<file path="src/rtl/weight_sched_ctrl_pkg.sv">
// Shared types for the weight scheduler slice.
//   OP_MODE       layer operating mode forwarded to weight_buffer
//   wsc_state_t   scheduler FSM state encoding
//   MEM_OWNER_*   read-port owner encoding (0 = weight_buffer, 1 = ifmap loader)
package weight_sched_ctrl_pkg;

  typedef enum logic [1:0] {
    MODE1 = 2'd0,
    MODE2 = 2'd1,
    MODE3 = 2'd2,
    MODE4 = 2'd3
  } OP_MODE;

  typedef enum logic [2:0] {
    S_IDLE    = 3'd0,
    S_LOAD    = 3'd1,
    S_WAIT_PE = 3'd2,
    S_STREAM  = 3'd3,
    S_FREE    = 3'd4,
    S_DONE    = 3'd5
  } wsc_state_t;

  localparam logic MEM_OWNER_WB = 1'b0;
  localparam logic MEM_OWNER_IF = 1'b1;

endpackage

</file>
<file path="src/rtl/weight_sched_ctrl_mem_port_arb.sv">
// Two-requester burst-lock arbiter for the single memory read port.
//   clk, rst_n      clock, synchronous active-low reset
//   wb_req, if_req  requests from weight_buffer / ifmap loader
//   mem_data_valid  read data valid from memory
//   mem_req         request of the current owner
//   mem_owner       current owner (MEM_OWNER_WB / MEM_OWNER_IF)
//   wb_valid        mem_data_valid routed to weight_buffer
//   if_valid        mem_data_valid routed to ifmap loader
module weight_sched_ctrl_mem_port_arb
  import weight_sched_ctrl_pkg::*;
(
  input  logic clk,
  input  logic rst_n,
  input  logic wb_req,
  input  logic if_req,
  input  logic mem_data_valid,
  output logic mem_req,
  output logic mem_owner,
  output logic wb_valid,
  output logic if_valid
);

  logic owner_q;
  logic owner_d;

  // The owner keeps the port while its request is high. Once it drops, the
  // port goes to the other side if it is asking; with no request at all the
  // port parks on weight_buffer so a simultaneous first request favours it.
  // The handover cycle naturally shows mem_req=0 because the owner's req is low.
  always_comb begin
    owner_d = owner_q;
    if (owner_q == MEM_OWNER_WB) begin
      if (!wb_req && if_req) owner_d = MEM_OWNER_IF;
    end else begin
      if (!if_req) owner_d = MEM_OWNER_WB;
    end
  end

  always_ff @(posedge clk) begin
    if (!rst_n) owner_q <= MEM_OWNER_WB;
    else        owner_q <= owner_d;
  end

  assign mem_owner = owner_q;
  assign mem_req   = (owner_q == MEM_OWNER_WB) ? wb_req : if_req;
  assign wb_valid  = mem_data_valid && (owner_q == MEM_OWNER_WB);
  assign if_valid  = mem_data_valid && (owner_q == MEM_OWNER_IF);

endmodule

</file>
<file path="src/rtl/weight_sched_ctrl.sv">
// Weight scheduler: walks weight_buffer through num_groups filter groups
// (load, wait for PE array, stream, free) and arbitrates the memory read port.
//   clk, rst_n                 clock, synchronous active-low reset
//   cur_mode, num_groups       run configuration, sampled on accepted start
//   start, abort               run control from the layer controller
//   pe_ready                   PE array can take a filter
//   wb_mem_req, wb_ready, wb_finish   weight_buffer status
//   if_mem_req, mem_data_valid memory side
//   wb_start_load, wb_output_filt, wb_free, wb_mode   weight_buffer controls
//   wb_mem_valid, if_mem_valid, mem_req, mem_owner    arbitrated memory port
//   group_idx, busy, done, load_timeout               status
module weight_sched_ctrl
  import weight_sched_ctrl_pkg::*;
#(
  parameter int GRP_W   = 8,
  parameter int TIMEOUT = 1024
) (
  input  logic             clk,
  input  logic             rst_n,
  input  OP_MODE           cur_mode,
  input  logic             start,
  input  logic [GRP_W-1:0] num_groups,
  input  logic             abort,
  input  logic             pe_ready,
  input  logic             wb_mem_req,
  input  logic             wb_ready,
  input  logic             wb_finish,
  input  logic             if_mem_req,
  input  logic             mem_data_valid,
  output logic             wb_start_load,
  output logic             wb_output_filt,
  output logic             wb_free,
  output OP_MODE           wb_mode,
  output logic             wb_mem_valid,
  output logic             if_mem_valid,
  output logic             mem_req,
  output logic             mem_owner,
  output logic [GRP_W-1:0] group_idx,
  output logic             busy,
  output logic             done,
  output logic             load_timeout
);

  localparam int CNT_W = $clog2(TIMEOUT + 1);
  localparam logic [CNT_W-1:0] CNT_LAST = CNT_W'(TIMEOUT - 1);

  wsc_state_t       state_q, state_d;
  OP_MODE           mode_q;
  logic [GRP_W-1:0] last_idx_q;
  logic [GRP_W-1:0] group_idx_q;
  logic [CNT_W-1:0] cnt_q;
  logic             timeout_q;
  logic             aborted_q;
  logic             abortable;
  logic             last_group;

  assign abortable  = (state_q == S_LOAD) || (state_q == S_WAIT_PE) || (state_q == S_STREAM);
  assign last_group = (group_idx_q == last_idx_q);

  always_comb begin
    state_d = state_q;
    case (state_q)
      S_IDLE:    if (start) state_d = S_LOAD;
      S_LOAD:    if (abort) state_d = S_FREE; else if (wb_ready)  state_d = S_WAIT_PE;
      S_WAIT_PE: if (abort) state_d = S_FREE; else if (pe_ready)  state_d = S_STREAM;
      S_STREAM:  if (abort || wb_finish) state_d = S_FREE;
      S_FREE: begin
        if (aborted_q)       state_d = S_IDLE;
        else if (last_group) state_d = S_DONE;
        else                 state_d = S_LOAD;
      end
      S_DONE:    state_d = S_IDLE;
      default:   state_d = S_IDLE;
    endcase
  end

  always_ff @(posedge clk) begin
    if (!rst_n) state_q <= S_IDLE;
    else        state_q <= state_d;
  end

  // Run bookkeeping: configuration latch, group index, abort flag and
  // the LOAD watchdog. The watchdog saturates so the error stays sticky.
  always_ff @(posedge clk) begin
    if (!rst_n) begin
      mode_q      <= MODE1;
      last_idx_q  <= '0;
      group_idx_q <= '0;
      cnt_q       <= '0;
      timeout_q   <= 1'b0;
      aborted_q   <= 1'b0;
    end else begin
      if (state_q == S_IDLE && start) begin
        mode_q      <= cur_mode;
        last_idx_q  <= (num_groups == '0) ? '0 : num_groups - GRP_W'(1);
        group_idx_q <= '0;
        timeout_q   <= 1'b0;
        aborted_q   <= 1'b0;
      end
      if (abortable && abort) aborted_q <= 1'b1;
      if (state_q == S_FREE && !aborted_q && !last_group)
        group_idx_q <= group_idx_q + GRP_W'(1);
      if (state_q != S_LOAD) begin
        cnt_q <= '0;
      end else if (cnt_q == CNT_LAST) begin
        timeout_q <= 1'b1;
      end else begin
        cnt_q <= cnt_q + CNT_W'(1);
      end
    end
  end

  // Moore outputs decoded from the state register; start_load stays high
  // through WAIT_PE/STREAM because weight_buffer's ready depends on it.
  assign wb_start_load  = abortable;
  assign wb_output_filt = (state_q == S_STREAM);
  assign wb_free        = (state_q == S_FREE);
  assign done           = (state_q == S_DONE);
  assign busy           = (state_q != S_IDLE);
  assign wb_mode        = mode_q;
  assign group_idx      = group_idx_q;
  assign load_timeout   = timeout_q;

  logic wb_req_gated;
  assign wb_req_gated = wb_mem_req && (state_q == S_LOAD);

  weight_sched_ctrl_mem_port_arb u_arb (
    .clk            (clk),
    .rst_n          (rst_n),
    .wb_req         (wb_req_gated),
    .if_req         (if_mem_req),
    .mem_data_valid (mem_data_valid),
    .mem_req        (mem_req),
    .mem_owner      (mem_owner),
    .wb_valid       (wb_mem_valid),
    .if_valid       (if_mem_valid)
  );

endmodule

</file>
<file path="config.mk">
export PLATFORM = sky130hd
export DESIGN_NAME = weight_sched_ctrl
export DESIGN_NICKNAME = d
export VERILOG_FILES = /design/src/rtl/weight_sched_ctrl_pkg.sv /design/src/rtl/weight_sched_ctrl_mem_port_arb.sv /design/src/rtl/weight_sched_ctrl.sv
export SDC_FILE = /design/constraint.sdc
export NUM_CORES = 1
export LEC_CHECK = 0
export ABC_CLOCK_PERIOD_IN_PS = 1700
export CAP_MARGIN = 20
export CORE_ASPECT_RATIO = 0.75
export CORE_MARGIN = 3
export CORE_UTILIZATION = 47
export DETAILED_ROUTE_END_ITERATION = 7
export HOLD_SLACK_MARGIN = 0.05
export PLACE_DENSITY = 0.8
export SLEW_MARGIN = 20
export SYNTH_ARGS = -nofsm -noshare
export SYNTH_HDL_FRONTEND = slang
export SYNTH_SLANG_ARGS = --single-unit
</file>
<file path="constraint.sdc">
create_clock -name clk -period 1.7 [get_ports clk]
set_input_delay 0.255 -clock clk [delete_from_list [all_inputs] [get_ports clk]]
set_output_delay 0.255 -clock clk [all_outputs]
set_load 0.005 [all_outputs]
</file>
==> qor.yml <==
drive_above_1_share: 0.227
synth_edf_count: 0
yosysUniqueCellTypes: 54
core_area_um2: 4200
cap_violations: 0
die_h_um: 64.2
ys_top_cells_by_area: "dfxtp_1, xor2_1, nand2_1"
tns_ns: 0
leakagePower_uw: 0.00120
routabilityCongestion: 0.901
finalClockSkew_ns: 0.00654
power_uw: 2140
yosysTopAreaCellShare: 0.330
stdcell_count: 385
cpPeakStageDelay_ns: 0.50
slew_violations: 0
ys_seq_area_frac: 0.330
htreeDepth: 2
root_buffer: "clkbuf_8"
grt_max_degree: 19
vias_per_cell: 5.85
drc: 0
status: "finished clean"
cp-start-kind: "register"
maxSlewHeadroom: 0.743
final-hold-violation-count: 0
fin_hold_ws_ns: 0.447
syn-num-nets: 280
final.setup.worst_slack_ns: 0.0393
nets: 354
diodes: 0
port_buffers: 39
first_iter_violations: 162
grt_pass1_vias: 2021
fin_crit_sh: 0.977
finalSetupViolCount: 0
numCtsBuffers: 5
synth_most_common_cell: "dfxtp_1"
grt_pass1_wl_um: 9650
track_usage: 0.221
die_area_um2: 5370
synth_commonest_cells: "dfxtp_1, nand2_1, xor2_1"
slowest_stage: "or4b_4"
hp-class: "reg -> reg"
required_ns: 1.90
period_needed_ns: 1.66
grt_overflow_total: 0
grt_antenna_before_repair: 0
critical_path_arrival_ns: 1.86
ir_drop_v: 0.000469
die_w_um: 83.6
worst_slew_pin_slew_ns: 0.385
critPathKind: "reg -> reg"
syn_inst: 256
cp_cell_sequence: "buf_4 > or4b_4 > buf_6 > nor4_4 > o2bb2ai_1 > o311ai_1"
cts_tree: "built"
cts_max_path_buffers: 2
syn_avg_cell_area_um2: 8.29
drt.antenna.violating_nets: 0
place_ws_ns: -0.210
end_kind: "register"
fmax_mhz: 602
powerDensity_nw_per_um2: 710
num_rows: 20
numClockSinks: 35
dr.pass1.iters: 4
synth_top_cell_by_area: "dfxtp_1"
yosys_warnings: 0
synthToLayoutAreaGrowth_pct: 41.9
start_util: 0.505
ys_ff_latch: 35
ys_async_sr_fraction: 0
ios: 40
path_clk_slew_ns: 0.07
clk_latency_ns: 0.29
dpl.hpwl_um: 4030
wl_per_cell_um: 15.5
cts_hold_buffers: 0
dp.cells: 369
totalWireLength_um: 5960
crit_fanout: 5
routed-via-count: 2251
synth.cell_area_um2: 2120
synth_top_flop_cell: "dfxtp_1"
==> placed cells by master (no fill, tap or decap), types with 5 or more instances in the layout <==
| cell type | n |
|---|---|
| nand3_1 | 12 |
| o311ai_1 | 5 |
| nand2b_1 | 5 |
| xor2_1 | 17 |
| clkdlybuf4s50_1 | 33 |
| nand2_1 | 30 |
| nor2_1 | 9 |
| or3_1 | 9 |
| clkbuf_8 | 6 |
| buf_4 | 40 |
| and3_1 | 5 |
| nand4_1 | 5 |
| nor3_1 | 5 |
| nor2b_1 | 6 |
| dfxtp_1 | 32 |
| a21oi_1 | 10 |
==> critical path: cells and delay by family (launching register included) <==
family / cells / cell delay [ns]
and+or+nand+nor: 2 / 0.77
DFF: 1 / 0.34
buffers and inverters: 2 / 0.31
AOI/OAI and AO/OA: 2 / 0.16
==> sequential cells by signal, indices dropped and copies added, names as in the netlist <==
register	count
cnt_q	11
group_idx	8
last_idx_q	8
state_q	3
wb_mode	2
aborted_q	1
load_timeout	1
u_arb.mem_owner	1
==> metrics by stage <==
step | instance area, µm² | util
2_1_floorplan | 2120 | -
3_3_place_gp | 2780 | 0.660
3_5_place_dp | 2780 | 0.660
4_1_cts | 2920 | 0.695
5_1_grt | 3010 | 0.716
6_report | 3010 | 0.716
==> per-layer routing <==
layer | share of wire | up-vias | global-route usage
li1 | - | 1090 | -
met4 | 0.0059 | 0 | 0.0482
met5 | 0 | - | 0
met3 | 0.075 | 4 | 0.0644
met1 | 0.46 | 1065 | 0.313
met2 | 0.46 | 92 | 0.333
==> final cells by class <==
cell class	count	area [µm²]
fill	311	1190
clock inverter	1	5.00
timing repair buffer	84	738
inverter	5	21.3
clock buffer	6	82.6
sequential	35	709
tap	55	68.8
multi-input combinational	199	1390
==> kinds of logic (layout without fill, tap and decap cells) <==
group | count (synthesis) | in the layout | share of synthesized area
compound gates | 58 | 58 | 0.200
fa+ha+maj | 4 | 4 | 0.0236
mux | 3 | 3 | 0.0142
simple gates | 116 | 116 | 0.313
flops | 35 | 35 | 0.330
xor+xnor | 18 | 18 | 0.0743
buf+inv | 22 | 96 | 0.0442
==> path summary, 6_finish.rpt <==
kind | slack, ns | end | start | depth (start not counted)
worst max-delay path | 0.04 | group_idx[6] | state_q[0] | 6
worst min-delay path | 0.45 | cnt_q[10] | cnt_q[10] | 2
worst max register to register | 0.04 | group_idx[6] | state_q[0] | 6
worst min register to register | 0.45 | cnt_q[10] | cnt_q[10] | 2
==> where the power goes <==
group | internal (µW) | switching, µW | leakage, µW
clock network | 318 | 302 | 0.0000470
registers | 860 | 40.3 | 0.000286
logic | 306 | 312 | 0.000868
==> what timing repair did <==
item / in CTS / in global routing
setup buffers: 3 / 5
gates cloned: 0 / 1
setup endpoints to repair: 6 / 8
gates resized for setup: 20 / 13
hold endpoints to repair: 0 / 0
pin swaps: 1 / 5
Note: power is estimated with default switching activity, not from simulation.
==> RTL edit 1, RTL diff (config.mk and constraints unchanged) <==
Register the input `cur_mode` before use. The logic sees it one clock later. The other inputs are not delayed to match.
--- a/src/rtl/weight_sched_ctrl.sv
+++ b/src/rtl/weight_sched_ctrl.sv
@@ -43,6 +43,12 @@
 
   localparam int CNT_W = $clog2(TIMEOUT + 1);
   localparam logic [CNT_W-1:0] CNT_LAST = CNT_W'(TIMEOUT - 1);
+
+  OP_MODE cur_mode_q;
+
+  always_ff @(posedge clk) begin
+    cur_mode_q <= cur_mode;
+  end
 
   wsc_state_t       state_q, state_d;
   OP_MODE           mode_q;
@@ -91,7 +97,7 @@
       aborted_q   <= 1'b0;
     end else begin
       if (state_q == S_IDLE && start) begin
-        mode_q      <= cur_mode;
+        mode_q      <= cur_mode_q;
         last_idx_q  <= (num_groups == '0) ? '0 : num_groups - GRP_W'(1);
         group_idx_q <= '0;
         timeout_q   <= 1'b0;
Check against the original RTL: not equivalent (Yosys sat finds a counterexample within 4 cycles, from zero or initial values and one cycle with rst_n low).
==> RTL edit 1 against the unedited design <==
Count of clock-buffer cells in the layout down 1. Sequential cell count increased by 2. Final area decreased by 4.6%. Clock power grew 45%. Die area is 9.0% lower. Sequential share of layout area grew 2.7 points. Routed wire length shrank 13%. Via count down 12%. Power up 11%. Worst setup slack worse by 26 ps. Area after synthesis is 9.8% lower. Largest cell class unchanged.
==> RTL edit 1: results (changes against the unedited design) <==
stage;metric;value;unit;change
synth;Syn Nets;261;;-6.8%
placement;pre-CTS setup slack;-63.6;ps;+147 ps
placement;Port Buffers;39;;unchanged
min_path;Hold Path Class;primary input to register;;
synth;Post-Synth Adder-Cell Area;2.61;%;+0.26 points
route;Vias/cell;5.38;;-7.9%
sta;clock skew;3.90;ps;-2.64 ps
critical_path;r2r setup slk;10;ps;-30 ps
synth;Synthesis Warnings;0;;unchanged
final_layout;max FFs per register;11;;unchanged
global_routing;gr usage total;22.5;%;+0.38 points
synth;Synth Area in Compound Gates;15.5;%;-4.6 points
global_routing;grt met2 use;36.7;%;+3.4 points
synth;Unique masters post-synth;41;;-24%
placement;Cells after DPL;353;;-4.3%
synth;register area share after synthesis;38.7;%;+5.7 points
sta;WHS;402;ps;-45.3 ps
sta;Least-Margin Pin Slew;427;ps;+42.1 ps
synth;synth top area cells;dfxtp_1 (39%), xor2_1 (7.3%), nor2_1 (5.7%), nand2_1 (4.5%), a21oi_1 (3.9%);;
critical_path;slowest CP cell;or3_1;;
sta;Min Clock Period, post-route;1690;ps;+26.0 ps
synth;mean post-synth cell area;8.08;sq um;-2.6%
clock_network;H-tree Lvls;2;;unchanged
clock_network;total CTS buffers;5;;unchanged
synth;multiplexer area fraction after synthesis;1.63;%;+0.22 points
clock_network;clock root buffer;clkbuf_8;;
placement;Final GP Congestion;0.868;;-3.7%
power_and_ir_drop;Lkg Pwr;1.21;nW;+0.63%
placement;DP Area;2590;sq um;-6.6%
final_layout;register with the most flip-flops;cnt_q;;
critical_path;slowest stage delay, CP;360;ps;-140 ps
route;DRT iter0 DRCs;183;;+13%
synth;post-synthesis xor/xnor area fraction;9.61;%;+2.2 points
final_layout;final net count;340;;-4.0%
critical_path;worst-path fanout max;10;;+5
final_layout;fraction of layout cells with a size suffix above 1;22.1;%;-0.65 points
clock_network;Worst-path clk slew;70;ps;about the same
route;routed via count;1987;;-12%
placement;post-DP HPWL;3560;um;-12%
critical_path;crit-path leading delay family;simple AND/OR/NAND/NOR gates;;
global_routing;largest net degree at the start of global routing;14;;-5
global_routing;met1 Usage GRT;29.5;%;-1.8 points
global_routing;global-route wire length before repair;8540;um;-12%
power_and_ir_drop;worst vdd ir;695;uV;+48%
critical_path;CP arrival;1900;ps;+40 ps
global_routing;vias in the first global route;1866;;-7.7%
global_routing;met3 usage;4.82;%;-1.6 points
global_routing;initial antenna violation count;0;;unchanged
clock_network;worst skew pair latency;290;ps;about the same
synth;Synth top cells by count;dfxtp_1 (37), nor2_1 (29), nand2_1 (23), xor2_1 (16), a21oi_1 (15);;
route;Routed Wire Length;5190;um;-13%
synth;Async SR Flop Fraction;0;%;unchanged
status;outcome;completed;;
==> RTL edit 1: logic make-up after synthesis <==
| kind of cell | count (synthesis) |
|---|---|
| and+or+nand+nor | 107 |
| AOI/OAI and AO/OA | 47 |
| DFF | 37 |
| xor gates and xnor gates | 21 |
| buffers and inverters | 18 |
| adders and majority gates | 4 |
| muxes | 3 |
==> RTL edit 1: final cells by class <==
type | instances | area [sq um]
Clock buffer | 5 | 68.8
Multi-Input combinational cell | 183 | 1180
Inverter | 10 | 37.5
Sequential cell | 37 | 753
Timing Repair Buffer | 79 | 703
Fill cell | 259 | 907
Tap cell | 52 | 65.1
Clock inverter | 3 | 65.1
==> RTL edit 1: stage by stage <==
step / total power, mW / TNS (ps) / util [%]
2_1_floorplan: 1.16 / 0 / -
3_3_place_gp: 1.40 / -63.1 / 68.6
3_5_place_dp: 1.41 / -162 / 68.6
4_1_cts: 2.34 / 0 / 74.5
5_1_grt: 2.46 / -101 / 76.0
6_report: 2.36 / 0 / 76.0
==> RTL edit 1: power breakdown <==
part | switching, mW | leakage, nW | internal [mW] | total [mW]
sequential | 0.0374 | 0.304 | 0.908 | 0.946
combinational | 0.249 | 0.837 | 0.274 | 0.523
clock | 0.314 | 0.0681 | 0.583 | 0.896
==> RTL edit 1: final timing paths <==
| kind | from | cells past startpoint | endpoint |
|---|---|---|---|
| worst max-delay path | state_q[1]$_SDFFE_PN0P_ | 5 | group_idx[3]$_SDFFE_PN0P_ |
| worst min-delay path | cur_mode[1] | 1 | cur_mode_q[1]$_DFF_P_ |
| worst max register to register | state_q[1]$_SDFFE_PN0P_ | 5 | group_idx[3]$_SDFFE_PN0P_ |
| worst min register to register | cur_mode_q[0]$_DFF_P_ | 2 | wb_mode[0]$_SDFFE_PN0P_ |
==> RTL edit 1: metal layers <==
metal	up-vias	wire, um
met1	920	2430
met3	7	325
li1	987	-
met2	73	2370
met5	-	0
met4	0	63
==> RTL edit 1: what timing repair did <==
item	4_1_cts	5_1_grt
cloned	0	1
endpoints found under the hold margin	0	0
gates resized for setup	19	9
setup endpoints to repair	9	10
setup buffers	6	1
pin swaps	2	3
hold buffers	0	0
==> RTL edit 2, RTL diff (config.mk and constraints unchanged) <==
Without the edit above. Change the parameter `GRP_W` from 8 to 10.
--- a/src/rtl/weight_sched_ctrl.sv
+++ b/src/rtl/weight_sched_ctrl.sv
@@ -12,7 +12,7 @@
 module weight_sched_ctrl
   import weight_sched_ctrl_pkg::*;
 #(
-  parameter int GRP_W   = 8,
+  parameter int GRP_W   = 10,
   parameter int TIMEOUT = 1024
 ) (
   input  logic             clk,
Ports: changed (resized group_idx and num_groups); port bits go from 40 to 44. The function was not compared with the original's and may differ.
==> RTL edit 2 against the unedited design <==
The flow now finishes with violations (negative setup slack). Sequential share of layout area grew 0.92 points. Routed wire length is 13% higher. Sequential cell count up 4. Utilization grew 5.3 points. Power increased by 5.2%. Area after synthesis increased by 1.5%. Non-clock buffer count is 6 higher. Count of clock-buffer cells in the layout unchanged. Worst setup slack lost 130 ps. Final area is 8.1% higher. Critical path type unchanged. Highest routed layer unchanged.
==> RTL edit 2: results (changes against the unedited design) <==
stage;metric;value;unit;change
synth;register area share after synthesis;36.3;%;+3.2 points
placement;Final GP Congestion;0.836;;-7.2%
power_and_ir_drop;Lkg Pwr;1.39;nW;+16%
sta;setup TNS;-254;ps;-254 ps
critical_path;worst-path fanout max;5;;unchanged
route;Vias/cell;5.74;;-1.9%
min_path;Hold Path Class;primary input to register;;
clock_network;clock root buffer;clkbuf_8;;
status;violated checks;negative setup slack;;
global_routing;vias in the first global route;2204;;+9.1%
clock_network;worst skew pair latency;300;ps;
floorplanning;Starting Density;50.9;%;+0.44 points
final_layout;Fillers;294;;-5.5%
placement;post-DP HPWL;4230;um;+5.2%
power_and_ir_drop;switching power;578;uW;-12%
placement;DP Area;2890;sq um;+4.2%
status;outcome;finished, violations left;;
final_layout;final net count;371;;+4.8%
synth;Syn Nets;284;;+1.4%
synth;Async SR Flop Fraction;0;%;unchanged
final_layout;n_diodes;0;;unchanged
route;average wire per standard cell;16.8;um;+8.4%
synth;Unique masters post-synth;48;;-11%
route;DRT iter0 DRCs;112;;-31%
global_routing;global-route wire length before repair;10400;um;+7.9%
power_and_ir_drop;worst vdd ir;489;uV;+4.3%
sta;Rel. slew slack;61.8;%;-12 points
final_layout;fraction of layout cells with a size suffix above 1;26.9;%;+4.2 points
global_routing;initial antenna violation count;0;;unchanged
global_routing;largest net degree at the start of global routing;17;;-2
synth;Synth top cells by count;dfxtp_1 (39), nor2_1 (32), nand2_1 (24), xor2_1 (18), a21oi_1 (13);;
final_layout;max FFs per register;11;;unchanged
route;DRT Pass-1 Iters;5;;+1
placement;Port Buffers;43;;+10%
sta;clock skew;6.16;ps;-0.378 ps
sta;PnR worst setup slack;-93.6;ps;-133 ps
critical_path;CP arrival;1960;ps;+100 ps
global_routing;gr usage total;24.2;%;+2.1 points
synth;synth top area cells;dfxtp_1 (36%), xor2_1 (7.3%), nor2_1 (5.6%), nand2_1 (4.2%), a2bb2oi_1 (3.7%);;
sta;Final Setup Violations;4;;+4
RTL edit 2: changes by cell type after synthesis, sizes merged, moves of 5 or more:
cell     change
nor2        +24
o21ai       +10
a2bb2oi      +9
nand2        -7
a21boi       -6
or3          -6
buf          -5
nand2b       -5
o311ai       -5
RTL edit 2: through the flow:
stage | instances | setup WS (ps) | utilization [%]
after floorplan | 258 | 117 | -
after global placement | 383 | -324 | 68.4
after detailed placement | 383 | -381 | 68.4
after CTS | 402 | -2.44 | 74.6
after global routing | 401 | -157 | 77.0
final | 401 | -93.6 | 77.0
RTL edit 2: routing by layer:
metal	track usage, %	vias to the layer above	wire length (um)
li1	-	1103	-
met1	28.6	1054	2890
met2	40.7	124	3120
met3	7.75	20	501
met4	9.64	0	210
met5	0	-	0
RTL edit 2: worst paths after layout:
check                       startpoint  cells after the start  slack [ps]                          to
max          group_idx[2]$_SDFFE_PN0P_                      7         -90   group_idx[8]$_SDFFE_PN0P_
max reg2reg  group_idx[2]$_SDFFE_PN0P_                      7         -90   group_idx[8]$_SDFFE_PN0P_
min                      num_groups[1]                      4         480  last_idx_q[3]$_SDFFE_PN0P_
min reg2reg      cnt_q[1]$_SDFFE_PP0N_                      2         480       cnt_q[1]$_SDFFE_PP0N_
RTL edit 2: area by class of cell:
cell class	count	area [sq um]	share of cell area, %
Multi-Input combinational cell	203	1450	44.4
Inverter	6	22.5	0.692
Timing Repair Buffer	90	805	24.7
Clock inverter	2	35.0	1.08
Clock buffer	6	82.6	2.54
Tap cell	55	68.8	2.11
Sequential cell	39	797	24.5
RTL edit 2: cells by family after synthesis:
| family | Yosys count | share of synthesized area [%] |
|---|---|---|
| AND/OR/NAND/NOR | 109 | 27.4 |
| AO/OA/AOI/OAI | 63 | 20.2 |
| flip-flops | 39 | 36.3 |
| XOR/XNOR | 23 | 9.35 |
| buffers and inverters | 17 | 3.08 |
| adder cells (fa/ha/maj) | 4 | 2.32 |
| multiplexers | 3 | 1.39 |
RTL edit 2: power groups by stage:
| stage | combinational [mW] | clock, mW | sequential, mW |
|---|---|---|---|
| global route | 0.506 | 0.859 | 0.975 |
| floorplan | 0.201 | 0 | 0.984 |
| global placement | 0.382 | 0 | 0.988 |
| CTS | 0.436 | 0.812 | 0.970 |
| detailed placement | 0.392 | 0 | 0.989 |
| finish | 0.471 | 0.805 | 0.972 |
RTL edit 2: what timing repair did:
action / 4_1_cts / 5_1_grt
setup endpoints to repair: 13 / 33
gates cloned: 0 / 1
gates resized for setup: 30 / 22
setup buffers: 11 / 1
pin swaps: 14 / 13
RTL edit 2: worst max-delay path: stages, from the launching register on:
cell and delay [ps]:
dfxtp_2 360, xor2_2 200, nor4_4 340, a31oi_2 170, buf_4 190, buf_4 140, a41oi_2 190, a311oi_2 70
